$ cat config.mk
export PLATFORM = sky130hd
export DESIGN_NAME = layer_fetch_sequencer
export DESIGN_NICKNAME = d
export VERILOG_FILES = /design/src/rtl/layer_fetch_sequencer.sv
export SDC_FILE = /design/constraint.sdc
export NUM_CORES = 1
export LEC_CHECK = 0
export CORE_AREA = 8 8 670 672
export DETAILED_ROUTE_END_ITERATION = 8
export DIE_AREA = 0 0 678 680
export PLACE_DENSITY = 0.3
export REMOVE_ABC_BUFFERS = 1
export SYNTH_ARGS = -nofsm -noshare
export SYNTH_HDL_FRONTEND = slang
export SYNTH_SLANG_ARGS = --single-unit
$ cat constraint.sdc
create_clock -name clock_mem -period 8.8 [get_ports clock_mem]
set_clock_uncertainty 0.2 [all_clocks]
set_input_delay 2.64 -clock clock_mem [delete_from_list [all_inputs] [get_ports clock_mem]]
set_output_delay 2.64 -clock clock_mem [all_outputs]
set_load 0.02 [all_outputs]
$ cat src/rtl/layer_fetch_sequencer.sv
// Read initiator for one dense-layer pass: programs per-neuron weight/bias pointers,
// then streams x[i], w_k[i] and b_k from memory to the MAC array under ready/valid backpressure.
module layer_fetch_sequencer #(
  parameter int N_NEURON = 10,
  parameter int ADDR_W   = 16,
  parameter int DATA_W   = 32
) (
  input  logic                         clock_mem,
  input  logic                         rst_n,
  input  logic                         start,
  input  logic [ADDR_W-1:0]            n_in,
  input  logic [ADDR_W-1:0]            x_base,
  input  logic [ADDR_W-1:0]            w_base,
  input  logic [ADDR_W-1:0]            b_base,
  output logic                         busy,
  output logic                         done,
  output logic                         rd_en,
  output logic [ADDR_W-1:0]            x_addr,
  output logic [N_NEURON*ADDR_W-1:0]   w_addr_bus,
  output logic [N_NEURON*ADDR_W-1:0]   b_addr_bus,
  input  logic [DATA_W-1:0]            x_data,
  input  logic [N_NEURON*DATA_W-1:0]   w_data_bus,
  input  logic [N_NEURON*DATA_W-1:0]   b_data_bus,
  output logic                         out_valid,
  input  logic                         out_ready,
  output logic [DATA_W-1:0]            out_x,
  output logic [N_NEURON*DATA_W-1:0]   out_w,
  output logic [N_NEURON*DATA_W-1:0]   out_b,
  output logic                         out_first,
  output logic                         out_last
);

  localparam int K_W = (N_NEURON > 1) ? $clog2(N_NEURON) : 1;
  localparam logic [K_W-1:0]    K_LAST = K_W'(N_NEURON - 1);
  localparam logic [ADDR_W-1:0] ONE    = ADDR_W'(1);

  typedef enum logic [1:0] {S_IDLE, S_INIT, S_FETCH, S_DRAIN} state_t;

  state_t state_q, state_d;

  logic [ADDR_W-1:0] n_in_q, x_base_q, b_base_q, row_ptr_q, i_q;
  logic [K_W-1:0]    k_q;
  logic [ADDR_W-1:0] x_addr_p0;
  logic [ADDR_W-1:0] w_addr_p0 [N_NEURON];
  logic [ADDR_W-1:0] b_addr_p0 [N_NEURON];
  logic              vld_p1, first_p1, last_p1;
  logic              busy_q, done_q;

  logic init_last, issue, last_issue, drain_done;

  always_comb begin
    init_last  = (state_q == S_INIT) && (k_q == K_LAST);
    issue      = (state_q == S_FETCH) && (i_q < n_in_q) && (!vld_p1 || out_ready);
    last_issue = issue && (i_q == (n_in_q - ONE));
    drain_done = (state_q == S_DRAIN) && vld_p1 && out_ready;
  end

  always_comb begin
    state_d = state_q;
    case (state_q)
      S_IDLE:  if (start) state_d = S_INIT;
      S_INIT:  if (init_last) state_d = (n_in_q == '0) ? S_IDLE : S_FETCH;
      S_FETCH: if (last_issue) state_d = S_DRAIN;
      S_DRAIN: if (drain_done) state_d = S_IDLE;
      default: state_d = S_IDLE;
    endcase
  end

  always_ff @(posedge clock_mem or negedge rst_n) begin
    if (!rst_n) state_q <= S_IDLE;
    else        state_q <= state_d;
  end

  // Control: pass parameters, counters, handshake flags
  always_ff @(posedge clock_mem or negedge rst_n) begin
    if (!rst_n) begin
      n_in_q    <= '0;
      x_base_q  <= '0;
      b_base_q  <= '0;
      row_ptr_q <= '0;
      i_q       <= '0;
      k_q       <= '0;
      busy_q    <= 1'b0;
      done_q    <= 1'b0;
      vld_p1    <= 1'b0;
      first_p1  <= 1'b0;
      last_p1   <= 1'b0;
    end else begin
      done_q <= 1'b0;
      case (state_q)
        S_IDLE: begin
          if (start) begin
            n_in_q    <= n_in;
            x_base_q  <= x_base;
            b_base_q  <= b_base;
            row_ptr_q <= w_base;
            k_q       <= '0;
            busy_q    <= 1'b1;
          end
        end
        S_INIT: begin
          row_ptr_q <= row_ptr_q + n_in_q;
          k_q       <= k_q + 1'b1;
          if (init_last) begin
            i_q <= '0;
            if (n_in_q == '0) begin
              busy_q <= 1'b0;
              done_q <= 1'b1;
            end
          end
        end
        S_FETCH: begin
          if (issue) begin
            vld_p1   <= 1'b1;
            first_p1 <= (i_q == '0);
            last_p1  <= (i_q == (n_in_q - ONE));
            i_q      <= i_q + ONE;
          end else if (vld_p1 && out_ready) begin
            vld_p1   <= 1'b0;
            first_p1 <= 1'b0;
            last_p1  <= 1'b0;
          end
        end
        S_DRAIN: begin
          if (drain_done) begin
            vld_p1   <= 1'b0;
            first_p1 <= 1'b0;
            last_p1  <= 1'b0;
            busy_q   <= 1'b0;
            done_q   <= 1'b1;
          end
        end
        default: ;
      endcase
    end
  end

  // Address stage p0: pointers presented to memory; read data appears one edge later (p1)
  always_ff @(posedge clock_mem or negedge rst_n) begin
    if (!rst_n) begin
      x_addr_p0 <= '0;
      for (int k = 0; k < N_NEURON; k++) begin
        w_addr_p0[k] <= '0;
        b_addr_p0[k] <= '0;
      end
    end else if (state_q == S_INIT) begin
      w_addr_p0[k_q] <= row_ptr_q;
      b_addr_p0[k_q] <= b_base_q + ADDR_W'(k_q);
      if (init_last) x_addr_p0 <= x_base_q;
    end else if (issue) begin
      x_addr_p0 <= x_addr_p0 + ONE;
      for (int k = 0; k < N_NEURON; k++) w_addr_p0[k] <= w_addr_p0[k] + ONE;
    end
  end

  for (genvar g = 0; g < N_NEURON; g++) begin : g_addr_bus
    assign w_addr_bus[g*ADDR_W +: ADDR_W] = w_addr_p0[g];
    assign b_addr_bus[g*ADDR_W +: ADDR_W] = b_addr_p0[g];
  end

  assign rd_en     = issue;
  assign x_addr    = x_addr_p0;
  assign busy      = busy_q;
  assign done      = done_q;
  assign out_valid = vld_p1;
  assign out_first = first_p1;
  assign out_last  = last_p1;
  // Memory holds its output while rd_en is low, so data needs no local buffering
  assign out_x     = x_data;
  assign out_w     = w_data_bus;
  assign out_b     = b_data_bus;

endmodule

==> results.toml <==
[floorplan]
dieArea_um2 = 461000
coreArea_um2 = 439000
die_x_um = 678
io_pins = 1754
start_util_pct = 5.849
die_h_um = 680
rows = 244

[pwr]
peakVddDrop_uv = 198.9
p_leak_nw = 11.84
p_per_area_nw_per_um2 = 192.5

[critical_path]
worstPathMaxFanout = 4
reg2reg_from = "n_in_q[1]$_DFFE_PN0P_"
crit_arrival_ns = 4.74
endpoint_kind = "output pin"
path_class = "in2out"
required_ns = 5.96
crit_start = "out_ready"
startpoint_type = "input port"

[finish]
multiInputGateArea_um2 = 9398
areaGrowthSynthToFinish_pct = 32.27
final_common_cell = "nand2_1"
fin_util_pct = 7.736
num-nets-final = 3451
final_area_um2 = 33960
drive_above_1_share_pct = 6.546
stdcell_count = 8497
num-fill-cells = 51105
register_area_um2 = 10690
final_cell_mix = "nand2_1, dfrtp_1, clkdlybuf4s50_1"

[sta]
fin_setup_tns_ns = 0
period_share_pct = 86.12
period_needed_ns = 7.579
rsz0062_at_grt = "false"
timing.fmax_mhz = 131.9
slew_headroom_pct = 20.20
tightestPinTransition_ns = 1.167
setup_violations = 0
report.final.slew_viol_count = 0
hold_viol_final = 0

[grt]
grt_pass1_vias = 20384
grt_max_degree = 128
busiest_layer = "met2"
grt_antenna_before_repair = 23
grt_use_met1_pct = 11.42
grt_pass1_wl_mm = 506.1
overflow = 0
met3_usage_pct = 24.63
track_usage_pct = 18.95
grtUsageMet2_pct = 26.54

[detailed_routing]
ant_nets = 0
firstDrtPassIters = 6
vias_per_cell = 2.743
dr.first_iter.drc_count = 2595
wire_per_inst_um = 53.87
num_vias = 23310
drc = 0
wirelength_mm = 457.8

[synthesis]
syn_inst = 2943
synth_cell_types = 67
synth_mux_area_share_pct = 0.4580
syn_avg_cell_area_um2 = 8.725
netlist_area_um2 = 25680
synthXorXnorAreaFrac_pct = 5.799
yosys_warnings = 0
synth_compound_area_share_pct = 11.53
yosys.area_share.simple_pct = 15.52
synth_seq_cells = 427
yosysSeqAreaShare_pct = 41.61
synth_edf_count = 0
synth_fa_ha_area_share_pct = 2.787
ys_async_sr_fraction_pct = 100.0
synth_ff_type = "dfrtp_1"
synth_top_family_by_area = "buffers and inverters"

[clocking]
numCtsBuffers = 61
cts_tree = "done"
cts_buffer_depth = 3
clkLatencyLatePin_ns = 0.82
cts-resized-gates = 0
clkTransAtPathRegs_ns = 0.06
postCtsHoldBufs = 0
cts.htree.levels = 2
postCtsSetupRepairBufs = 0
clock-sinks = 427
root_buffer = "clkbuf_16"

[placed_design]
place_congestion = 0.9789
dp_hpwl_mm = 383.3
dpl_cell_area_um2 = 31920
placed_cells = 8373
io_buffers = 409

[hold_path]
hp-start = "x_base_q[11]$_DFFE_PN0P_"
hold_path_class = "reg2reg"

[run]
maxCapViolCount = 0

[status]
status = "finished, final reports clean"
[layer usage]
layer | up-vias | share of wire [%]
met5 | - | 1.9
met4 | 70 | 9.9
met3 | 462 | 27
met2 | 3135 | 40
met1 | 11092 | 21
li1 | 8551 | -
[worst max-delay path, cell delays in order]
cell and delay (ns):
clkdlybuf4s50_1 0.49, nor2b_1 0.09, nor4b_4 0.29, o2111ai_1 0.18, o31a_4 0.33, inv_4 0.10
clkdlybuf4s50_1 0.61
[path summary, 6_finish.rpt]
check	to	slack, ns	depth (start not counted)
max in group asynchronous	w_addr_bus[61]$_DFFE_PN0P_	5.04	3
min reg2reg	x_base_q[11]$_DFFE_PN0P_	0.27	2
max reg2reg	w_addr_bus[42]$_DFFE_PN0P_	4.22	14
min in group asynchronous	w_addr_bus[35]$_DFFE_PN0P_	1.62	1
min	x_base_q[11]$_DFFE_PN0P_	0.27	2
max	rd_en	1.22	7
[through the flow]
stage / hold WS [ns] / total power [mW] / worst slack [ns]
global placement: 0.2613 / 3.936 / 1.169
floorplan: 0.2404 / 3.117 / 1.973
global route: 0.2908 / 6.824 / 1.119
detailed placement: 0.2606 / 3.942 / 1.217
finish: 0.2732 / 6.538 / 1.221
CTS: 0.2749 / 6.680 / 1.207
[cell type report]
| class | count | share of cell area [%] |
|---|---|---|
| inverters | 46 | 0.5158 |
| well taps | 5781 | 21.30 |
| multi-input cells | 1670 | 27.67 |
| clock inverters | 16 | 0.5821 |
| diodes | 12 | 0.08842 |
| clock buffers | 96 | 5.357 |
| flip-flops and latches | 427 | 31.46 |
| repair buffers | 449 | 13.03 |
[kinds of logic (layout without fill, tap and decap cells)]
group | count (synthesis) | count (layout)
adders and majority gates | 56 | 56
DFF | 427 | 427
other | 0 | 12
xor gates and xnor gates | 170 | 170
and+or+nand+nor | 902 | 902
AOI/OAI and AO/OA | 531 | 531
buffers and inverters | 846 | 607
muxes | 11 | 11
[power breakdown]
group	switching (mW)	leakage, nW	internal (mW)	total, mW
Sequential	0.321	5.50	2.17	2.49
Combinational	0.785	5.36	0.606	1.39
Clock	1.18	0.985	1.47	2.66
Total	2.29	11.8	4.25	6.54
[sequential cells by signal (all words and copies together) (netlist names), 4 cells and up, named ones only]
register	flops
b_addr_bus	160
b_base_q	16
i_q	16
k_q	4
n_in_q	16
row_ptr_q	16
w_addr_bus	160
x_addr	16
x_base_q	16
[cells in the mapped netlist (all sizes together) (3+ instances only)]
cell	count	area share, %
buf	689	20
nand2	488	7.1
dfrtp	427	42
o21ai	303	5.9
nor2	157	2.3
a21oi	133	2.6
xor2	113	3.9
clkbuf	111	1.6
nand3	85	1.7
xnor2	57	1.9
ha	54	2.6
and3	52	1.3
inv	46	0.68
nand4	37	0.93
nor3	24	0.51
a221o	18	0.70
a22oi	16	0.47
nor2b	10	0.24
nor3b	10	0.29
o211ai	9	0.26
a21o	8	0.23
and2	8	0.19
nor4	8	0.25
o22ai	8	0.19
a31oi	7	0.17
or3	7	0.17
mux2	6	0.26
nand2b	6	0.16
mux2i	5	0.19
a211oi	4	0.12
and4	4	0.14
a221oi	3	0.10
Power figures use the tool's default switching activity.
==> RTL edit, RTL diff (config.mk and constraints unchanged) <==
The parameter `ADDR_W` goes from 16 to 15.
--- a/src/rtl/layer_fetch_sequencer.sv
+++ b/src/rtl/layer_fetch_sequencer.sv
@@ -4,3 +4,3 @@
   parameter int N_NEURON = 10,
-  parameter int ADDR_W   = 16,
+  parameter int ADDR_W   = 15,
   parameter int DATA_W   = 32
Ports: changed (7 resized); port bits go from 1754 to 1729. No check against the original RTL was run, so the function may have changed too.
==> RTL edit against the unedited design <==
Sequential cell count decreased by 26; sequential share of layout area decreased by 0.97 points; worst setup slack improved by 0.053 ns; wire length increased by 0.10%; first-iteration DRC count increased by 16%; cell area decreased by 3.0%; area after synthesis decreased by 2.6%; critical path type unchanged; largest cell class unchanged.
Power is not compared: it rests on default switching activity, and its combinational part moved more than twofold at a synthesized area within 25%.
==> RTL edit: results (changes against the unedited design) <==
NETLIST_TOP_CELLS_COUNT='672 x sky130_fd_sc_hd__buf_4, 499 x sky130_fd_sc_hd__nand2_1, 401 x sky130_fd_sc_hd__dfrtp_1'
AREA_OF_THE_MULTI_INPUT_GATES_UM2=9250  # -1.6%
OVERALL_GLOBAL_ROUTING_RESOURCE_USAGE_PCT=19.0  # +0.025 points
ROUTE.DETAILED.WL_PER_INST_UM=54.6  # +1.4%
FILLERINSTANCES=51300  # +0.38%
WORST-R2R-SETUP-SLACK_NS=4.33  # +0.11 ns
LAYOUT-DRIVE-GT1-SHARE_PCT=7.25  # +0.70 points
NETLIST_CELL_TYPES=70  # +4.5%
POST_SYNTH_MAIN_AREA_CONTRIBUTORS='sky130_fd_sc_hd__dfrtp_1 40%, sky130_fd_sc_hd__buf_4 20%, sky130_fd_sc_hd__nand2_1 7.5%'
WORST-SLEW-PIN-TRANSITION_NS=1.30  # +0.129 ns
VIAS_PER_CELL=2.70  # -1.5%
GRT_FIRST_PASS_WIRELENGTH_UM=506000  # about the same
OUTCOME='completed'
ANTENNA_VIOLATIONS_BEFORE_REPAIR=27  # +17%
HOLD_WS_NS=0.276  # +0.00292 ns
CRITICAL_PATH.MAX_FANOUT=20  # +16
SYNTH.YOSYS.SEQ_AREA_SHARE_PCT=40.1  # -1.5 points
PORT_BUFFERS=384  # -6.1%
CRITICAL-PATH-MAX-STAGE-DELAY_NS=0.57  # -0.04 ns
HOLD_START='b_addr_bus[135]'
REG2REG_DEPTH=11  # -3
FIN_NETS=3350  # -2.9%
REG2REG_FROM='n_in_q[12]'
CLK-INSERTION-DELAY-LATE_NS=0.78  # -0.04 ns
VIA_COUNT_OF_THE_FIRST_GLOBAL_ROUTING_PASS=20000  # -2.1%
[RTL edit: power by group through the flow]
stage / sequential, mW / combinational (mW) / clock (mW)
after CTS: 3.92 / 6.14 / 2.64
after detailed placement: 3.95 / 6.12 / 0
final: 3.88 / 5.93 / 2.53
after floorplan: 4.22 / 2.05 / 0
after global placement: 3.94 / 6.10 / 0
after global routing: 4.00 / 6.43 / 2.69
[RTL edit: layout make-up]
class	count	share of cell area, %
Clock inverter	22	0.782
Multi-Input combinational cell	1606	28.1
Antenna cell	4	0.0304
Sequential cell	401	30.5
Timing Repair Buffer	434	12.9
Clock buffer	87	5.14
Tap cell	5781	22.0
Inverter	57	0.649
[RTL edit: worst max-delay path by stage]
stage | endpoint | cells past startpoint
5_1_grt | rd_en | 6
6_report | rd_en | 6
4_1_cts | rd_en | 6
2_1_floorplan | rd_en | 4
3_3_place_gp | rd_en | 6
3_5_place_dp | rd_en | 6
[RTL edit: per-layer routing]
layer / global-route usage (%) / share of wire [%] / vias up
li1: - / - / 8347
met1: 12.4 / 23 / 10900
met2: 26.4 / 40 / 2997
met3: 23.2 / 26 / 412
met4: 15.2 / 10 / 62
met5: 12.7 / 1.8 / -
[RTL edit: cell families (layout without fill, tap and decap cells)]
logic type | after synthesis | in the layout | synth area share [%]
DFF | 401 | 401 | 40.1
buffers and inverters | 862 | 600 | 23.3
AOI/OAI and AO/OA | 512 | 512 | 12.0
other | 0 | 4 | 0
adders and majority gates | 54 | 54 | 2.76
xor gates and xnor gates | 149 | 149 | 5.22
and+or+nand+nor | 887 | 887 | 16.4
muxes | 4 | 4 | 0.160
[RTL edit: through the flow]
step	std cells	setup slack [ns]
after detailed placement	8279	1.24
after global placement	8279	1.27
after floorplan	2064	0.696
after global routing	8388	1.16
final	8392	1.27
after CTS	8388	1.23
